## src/rtl/vga_timing_pkg.sv

```systemverilog
// Shared VGA timing defaults, total derivations and coordinate type.
// Also used by the text and graphics generators.
package vga_timing_pkg;

  localparam int unsigned COORD_W = 10;
  typedef logic [COORD_W-1:0] coord_t;

  localparam int unsigned DEF_CLK_DIV   = 4;
  localparam int unsigned DEF_H_DISPLAY = 640;
  localparam int unsigned DEF_H_FP      = 16;
  localparam int unsigned DEF_H_PW      = 96;
  localparam int unsigned DEF_H_BP      = 48;
  localparam int unsigned DEF_V_DISPLAY = 480;
  localparam int unsigned DEF_V_FP      = 10;
  localparam int unsigned DEF_V_PW      = 2;
  localparam int unsigned DEF_V_BP      = 33;

  function automatic int unsigned scan_total(input int unsigned disp, input int unsigned fp,
                                             input int unsigned pw, input int unsigned bp);
    return disp + fp + pw + bp;
  endfunction

  localparam int unsigned DEF_H_TOTAL =
    scan_total(DEF_H_DISPLAY, DEF_H_FP, DEF_H_PW, DEF_H_BP);
  localparam int unsigned DEF_V_TOTAL =
    scan_total(DEF_V_DISPLAY, DEF_V_FP, DEF_V_PW, DEF_V_BP);

endpackage

```

## src/rtl/vga_tick_div.sv

```systemverilog
// Pixel-tick divider: one-cycle tick every CLK_DIV clocks (CLK_DIV in 1..16).
// The first tick lands CLK_DIV cycles after reset is released.
module vga_tick_div
  import vga_timing_pkg::*;
#(
  parameter int unsigned CLK_DIV = DEF_CLK_DIV
) (
  input  logic clk,
  input  logic reset,
  output logic tick
);

  localparam int unsigned DivW = (CLK_DIV > 1) ? $clog2(CLK_DIV) : 1;
  localparam logic [DivW-1:0] DivLast = DivW'(CLK_DIV - 1);

  logic [DivW-1:0] div_q, div_d;
  logic            run_q, run_d;

  // run_q holds the divider at 0 for one cycle after reset so tick spacing from release
  // equals CLK_DIV, including CLK_DIV=1 where the divider never leaves 0.
  always_comb begin
    run_d = 1'b1;
    div_d = div_q;
    if (run_q) begin
      div_d = (div_q == DivLast) ? '0 : div_q + 1'b1;
    end
    tick = run_q && (div_q == DivLast);
  end

  always_ff @(posedge clk) begin
    if (reset) begin
      div_q <= '0;
      run_q <= 1'b0;
    end else begin
      div_q <= div_d;
      run_q <= run_d;
    end
  end

endmodule

```

## src/rtl/vga_sync_gen.sv

```systemverilog
// VGA raster counter with registered, zero-latency hsync/vsync/video_on.
// Optional frame_start pulse enabled by defining VGA_SYNC_FRAME_TICK_EN.
module vga_sync_gen
  import vga_timing_pkg::*;
#(
  parameter int unsigned CLK_DIV   = DEF_CLK_DIV,
  parameter int unsigned H_DISPLAY = DEF_H_DISPLAY,
  parameter int unsigned H_FP      = DEF_H_FP,
  parameter int unsigned H_PW      = DEF_H_PW,
  parameter int unsigned H_BP      = DEF_H_BP,
  parameter int unsigned V_DISPLAY = DEF_V_DISPLAY,
  parameter int unsigned V_FP      = DEF_V_FP,
  parameter int unsigned V_PW      = DEF_V_PW,
  parameter int unsigned V_BP      = DEF_V_BP
) (
  input  logic               clk,
  input  logic               reset,
  output logic               p_tick,
  output logic [COORD_W-1:0] pixel_x,
  output logic [COORD_W-1:0] pixel_y,
  output logic               video_on,
  output logic               hsync,
  output logic               vsync
`ifdef VGA_SYNC_FRAME_TICK_EN
  ,
  output logic               frame_start
`endif
);

  localparam int unsigned H_TOTAL = scan_total(H_DISPLAY, H_FP, H_PW, H_BP);
  localparam int unsigned V_TOTAL = scan_total(V_DISPLAY, V_FP, V_PW, V_BP);

  localparam coord_t HLast   = COORD_W'(H_TOTAL - 1);
  localparam coord_t VLast   = COORD_W'(V_TOTAL - 1);
  localparam coord_t HDisp   = COORD_W'(H_DISPLAY);
  localparam coord_t VDisp   = COORD_W'(V_DISPLAY);
  localparam coord_t HsStart = COORD_W'(H_DISPLAY + H_FP);
  localparam coord_t HsEnd   = COORD_W'(H_DISPLAY + H_FP + H_PW - 1);
  localparam coord_t VsStart = COORD_W'(V_DISPLAY + V_FP);
  localparam coord_t VsEnd   = COORD_W'(V_DISPLAY + V_FP + V_PW - 1);

  coord_t x_q, x_d, y_q, y_d;
  logic   hs_q, hs_d, vs_q, vs_d, vid_q, vid_d;

  vga_tick_div #(
    .CLK_DIV(CLK_DIV)
  ) u_tick_div (
    .clk  (clk),
    .reset(reset),
    .tick (p_tick)
  );

  // Sync/blank flags are decoded from the next coordinates so the registered
  // outputs line up with pixel_x/pixel_y in the same cycle.
  always_comb begin
    x_d = x_q;
    y_d = y_q;
    if (p_tick) begin
      if (x_q == HLast) begin
        x_d = '0;
        y_d = (y_q == VLast) ? '0 : y_q + 1'b1;
      end else begin
        x_d = x_q + 1'b1;
      end
    end
    hs_d  = !((x_d >= HsStart) && (x_d <= HsEnd));
    vs_d  = !((y_d >= VsStart) && (y_d <= VsEnd));
    vid_d = (x_d < HDisp) && (y_d < VDisp);
  end

  always_ff @(posedge clk) begin
    if (reset) begin
      x_q   <= '0;
      y_q   <= '0;
      hs_q  <= 1'b1;
      vs_q  <= 1'b1;
      vid_q <= 1'b1;
    end else begin
      x_q   <= x_d;
      y_q   <= y_d;
      hs_q  <= hs_d;
      vs_q  <= vs_d;
      vid_q <= vid_d;
    end
  end

  assign pixel_x  = x_q;
  assign pixel_y  = y_q;
  assign hsync    = hs_q;
  assign vsync    = vs_q;
  assign video_on = vid_q;

`ifdef VGA_SYNC_FRAME_TICK_EN
  assign frame_start = p_tick && (x_q == HLast) && (y_q == VLast);
`endif

endmodule

```

## config.mk

```make
export PLATFORM = sky130hd
export DESIGN_NAME = vga_sync_gen
export DESIGN_NICKNAME = d
export VERILOG_FILES = /design/src/rtl/vga_timing_pkg.sv /design/src/rtl/vga_tick_div.sv /design/src/rtl/vga_sync_gen.sv
export SDC_FILE = /design/constraint.sdc
export NUM_CORES = 1
export LEC_CHECK = 0
export CAP_MARGIN = 25
export CORE_MARGIN = 8
export CORE_UTILIZATION = 29
export CTS_CLUSTER_DIAMETER = 30
export DETAILED_ROUTE_END_ITERATION = 10
export DONT_BUFFER_PORTS = 1
export HOLD_SLACK_MARGIN = 0.02
export PLACE_DENSITY = 0.43
export SYNTH_ARGS = -nofsm -noshare
export SYNTH_HDL_FRONTEND = slang
export SYNTH_SLANG_ARGS = --single-unit
export TNS_END_PERCENT = 1
```

## constraint.sdc

```tcl
create_clock -name clk -period 6.5 [get_ports clk]
set_clock_uncertainty 0.1 [all_clocks]
set_input_delay 0.975 -clock clk [delete_from_list [all_inputs] [get_ports clk]]
set_output_delay 0.975 -clock clk [all_outputs]
set_load 0.03 [all_outputs]
```

==> metrics.md <==
| Metric | Value |
|---|---|
| Setup Fix Bufs, Post-CTS | `0` |
| Top_reg_cell synth | `dfxtp_1` |
| RR Startpoint | `pixel_x[0]$_SDFF_PP0_` |
| Final wirelength | `3.81 mm` |
| Hold_ws | `about 420 ps` |
| Peak VDD IR | `around 0.000074 V` |
| H-Tree Depth | `1` |
| RSZ-0062 raised after global routing | `no` |
| Final setup violation count | `0` |
| PostCTS Resize Cnt | `0` |
| Vias in the first global route | `roughly 1300` |
| F_max | `between 0.3 and 0.4 GHz` |
| Leak pwr | `between 0.0005 and 0.0006 µW` |
| Per-cell routed wire length | `around 15 µm` |
| CTS tree | `done` |
| Clk slew on worst S/H paths | `approximately 90 ps` |
| Post-synthesis cell count | `about 190` |
| Synth Cell Area | `between 1500 and 2000 µm²` |
| Pre-Repair DR Iteration Count | `4` |
| Req. time, crit path | `~6600 ps` |
| Num rows | `26` |
| Avg Inst Size Synth | `around 8.2 µm²` |
| DR DRC count | `0` |
| WHS Endpoint | `u_tick_div.div_q[1]$_SDFFE_PP0P_` |
| Synth area leader | `dfxtp_1` |
| Number of I/O pins | `26` |
| Congestion Overflow GR | `0` |
| Post-CTS Hold Buffers | `0` |
| R2R Setup Slk | `between 3000 and 4000 ps` |
| Clock buffer count from CTS | `3` |
| Gr usage total | `10.2%` |
| RR Endpoint | `vsync$_SDFF_PP1_` |
| Clock Path Buffers | `2` |
| Synth top area cells | `dfxtp_1, xor2_1, nand2_1` |
| R2R depth | `7` |
| Post-synth cell types | `41` |
| Initial Util | `30.2%` |
| Outcome | `finished clean` |
| EDFF count, synth | `0` |
| Critical path class | `flip-flop to flip-flop` |
| Min-delay src | `u_tick_div.div_q[1]$_SDFFE_PP0P_` |
| Die area | `approximately 8000 µm²` |
| Flops & latches, synth | `26` |
| Post-DRT Antenna Nets | `0` |
| Initial antenna violation count | `0` |
| N_diodes | `0` |
| Layout area overhead | `6.25%` |
| CP Capture Type | `flip-flop` |
| Cell area after layout | `1640 µm²` |
| Via density | `~5.2` |
| Worst Path Arrival | `around 3000 ps` |
| Fin nets | `189` |
| Hold Path Class | `flip-flop to flip-flop` |
| CP max FO | `17` |
| Share of cells above drive strength 1 | `under 10%` |
| Final setup TNS | `0 ps` |
| Ys Warns | `0` |
| Slew @ Worst Pin | `975 ps` |
| Die H | `a little under 90 µm` |
| Worst-skew pair later-pin latency | `around 270 ps` |
| Clk sinks | `26` |
| Placer congestion estimate | `between 0.8 and 0.9` |
| Asr flop ratio synth | `0%` |
| Share of the synthesized area in the top cell type | `33.8%` |
| Most common cell after layout, fill and taps aside | `dfxtp_1` |
| Slew headroom | `34.6%` |
| Post-DP Area | `1580 µm²` |
| Max_cap viols | `0` |
| Pwr Density | `167 nW/µm²` |
| Fin. Hold Viols | `0` |
| Global-route wire length before repair | `~6.3 mm` |
| Post-layout minimum cycle time | `a little under 3000 ps` |
| DRT iter0 DRCs | `47` |
| Die Wd | `~89 µm` |
| Worst hold stages | `2` |
| Largest net degree at the start of global routing | `21` |
| Core area | `5110 µm²` |
| I/O Buffers | `0` |
| Syn_nets | `between 150 and 200` |
| Commonest cells after routing, fill and taps aside | `dfxtp_1, nand2_1, nor2_1` |
| Root Driver | `clkbuf_8` |
| DP HPWL | `2.89 mm` |
| Via count | `approximately 1300` |
| Crit share post-route | `45.5%` |
| Slew Viols, Final | `0` |
| Post-synthesis sequential area ratio | `33.8%` |
| Startpoint class of the critical path | `flip-flop` |
## layout make-up
class	instances	area (µm²)
Clock buffer	4	55.1
Fill cell	552	3470
Multi-Input combinational cell	145	948
Tap cell	70	87.6
Sequential cell	26	520
Inverter	7	26.3
## state kept, by name, indices dropped and copies added (netlist names)
| register | count |
|---|---|
| pixel_y | 10 |
| vsync | 1 |
| video_on | 1 |
| pixel_x | 10 |
| u_tick_div.div_q | 2 |
| u_tick_div.run_q | 1 |
| hsync | 1 |
## metrics by stage
stage / setup WS (ps) / util [%] / cells / total power (µW)
finish: 3540 / 32.1 / 252 / 273
global route: 3270 / 32.1 / 252 / 284
CTS: 3500 / 32.1 / 252 / 277
detailed placement: 3500 / 31.0 / 248 / 170
global placement: 3570 / 31.0 / 248 / 170
floorplan: 4120 / - / 187 / 171
## critical path, cell delays in order (launching register included)
cell and delay, ps:
dfxtp_1 590, ha_1 360, nand4_4 190, nor3_2 850, nand2_1 190, o32a_1 370
o31ai_1 70, o211ai_1 120
## where the power goes
group,internal (µW),total (µW),switching [µW]
sequential,161,162,1.60
clock,54.2,106,52.3
combinational,1.85,4.15,2.29
## layer usage
layer	track usage (%)	share of wire, %
met1	11.6	43
met2	17.7	49
met3	2.57	7.3
met4	3.69	0.76
met5	0	0
## cell families after synthesis
kind of cell | count (synthesis) | share of synthesized area (%)
DFF | 26 | 33.8
AOI/OAI and AO/OA | 35 | 14.9
xor gates and xnor gates | 15 | 8.52
and+or+nand+nor | 89 | 33.5
muxes | 2 | 1.30
buffers and inverters | 16 | 4.71
adders and majority gates | 4 | 3.25
## worst max-delay path by stage
stage                          start          endpoint  slack, ps  depth (start not counted)
6_report       pixel_x[0]$_SDFF_PP0_  vsync$_SDFF_PP1_       3540                          7
5_1_grt        pixel_x[0]$_SDFF_PP0_  vsync$_SDFF_PP1_       3270                          7
4_1_cts        pixel_x[0]$_SDFF_PP0_  vsync$_SDFF_PP1_       3500                          7
3_5_place_dp   pixel_x[0]$_SDFF_PP0_  vsync$_SDFF_PP1_       3500                          7
3_3_place_gp   pixel_x[0]$_SDFF_PP0_  vsync$_SDFF_PP1_       3570                          7
2_1_floorplan  pixel_x[0]$_SDFF_PP0_  vsync$_SDFF_PP1_       4120                          8
## synth_stat cells, drive strengths merged, types with 3 or more instances
| master | instances |
|---|---|
| clkbuf | 4 |
| ha | 4 |
| nor3 | 10 |
| nand2 | 25 |
| inv | 7 |
| nand3 | 7 |
| xor2 | 12 |
| nor2 | 20 |
| nand4 | 6 |
| nand3b | 4 |
| dfxtp | 26 |
| buf | 5 |
| a211oi | 3 |
| a21oi | 17 |
| and4 | 3 |
| xnor2 | 3 |
Power figures use the tool's default switching activity.
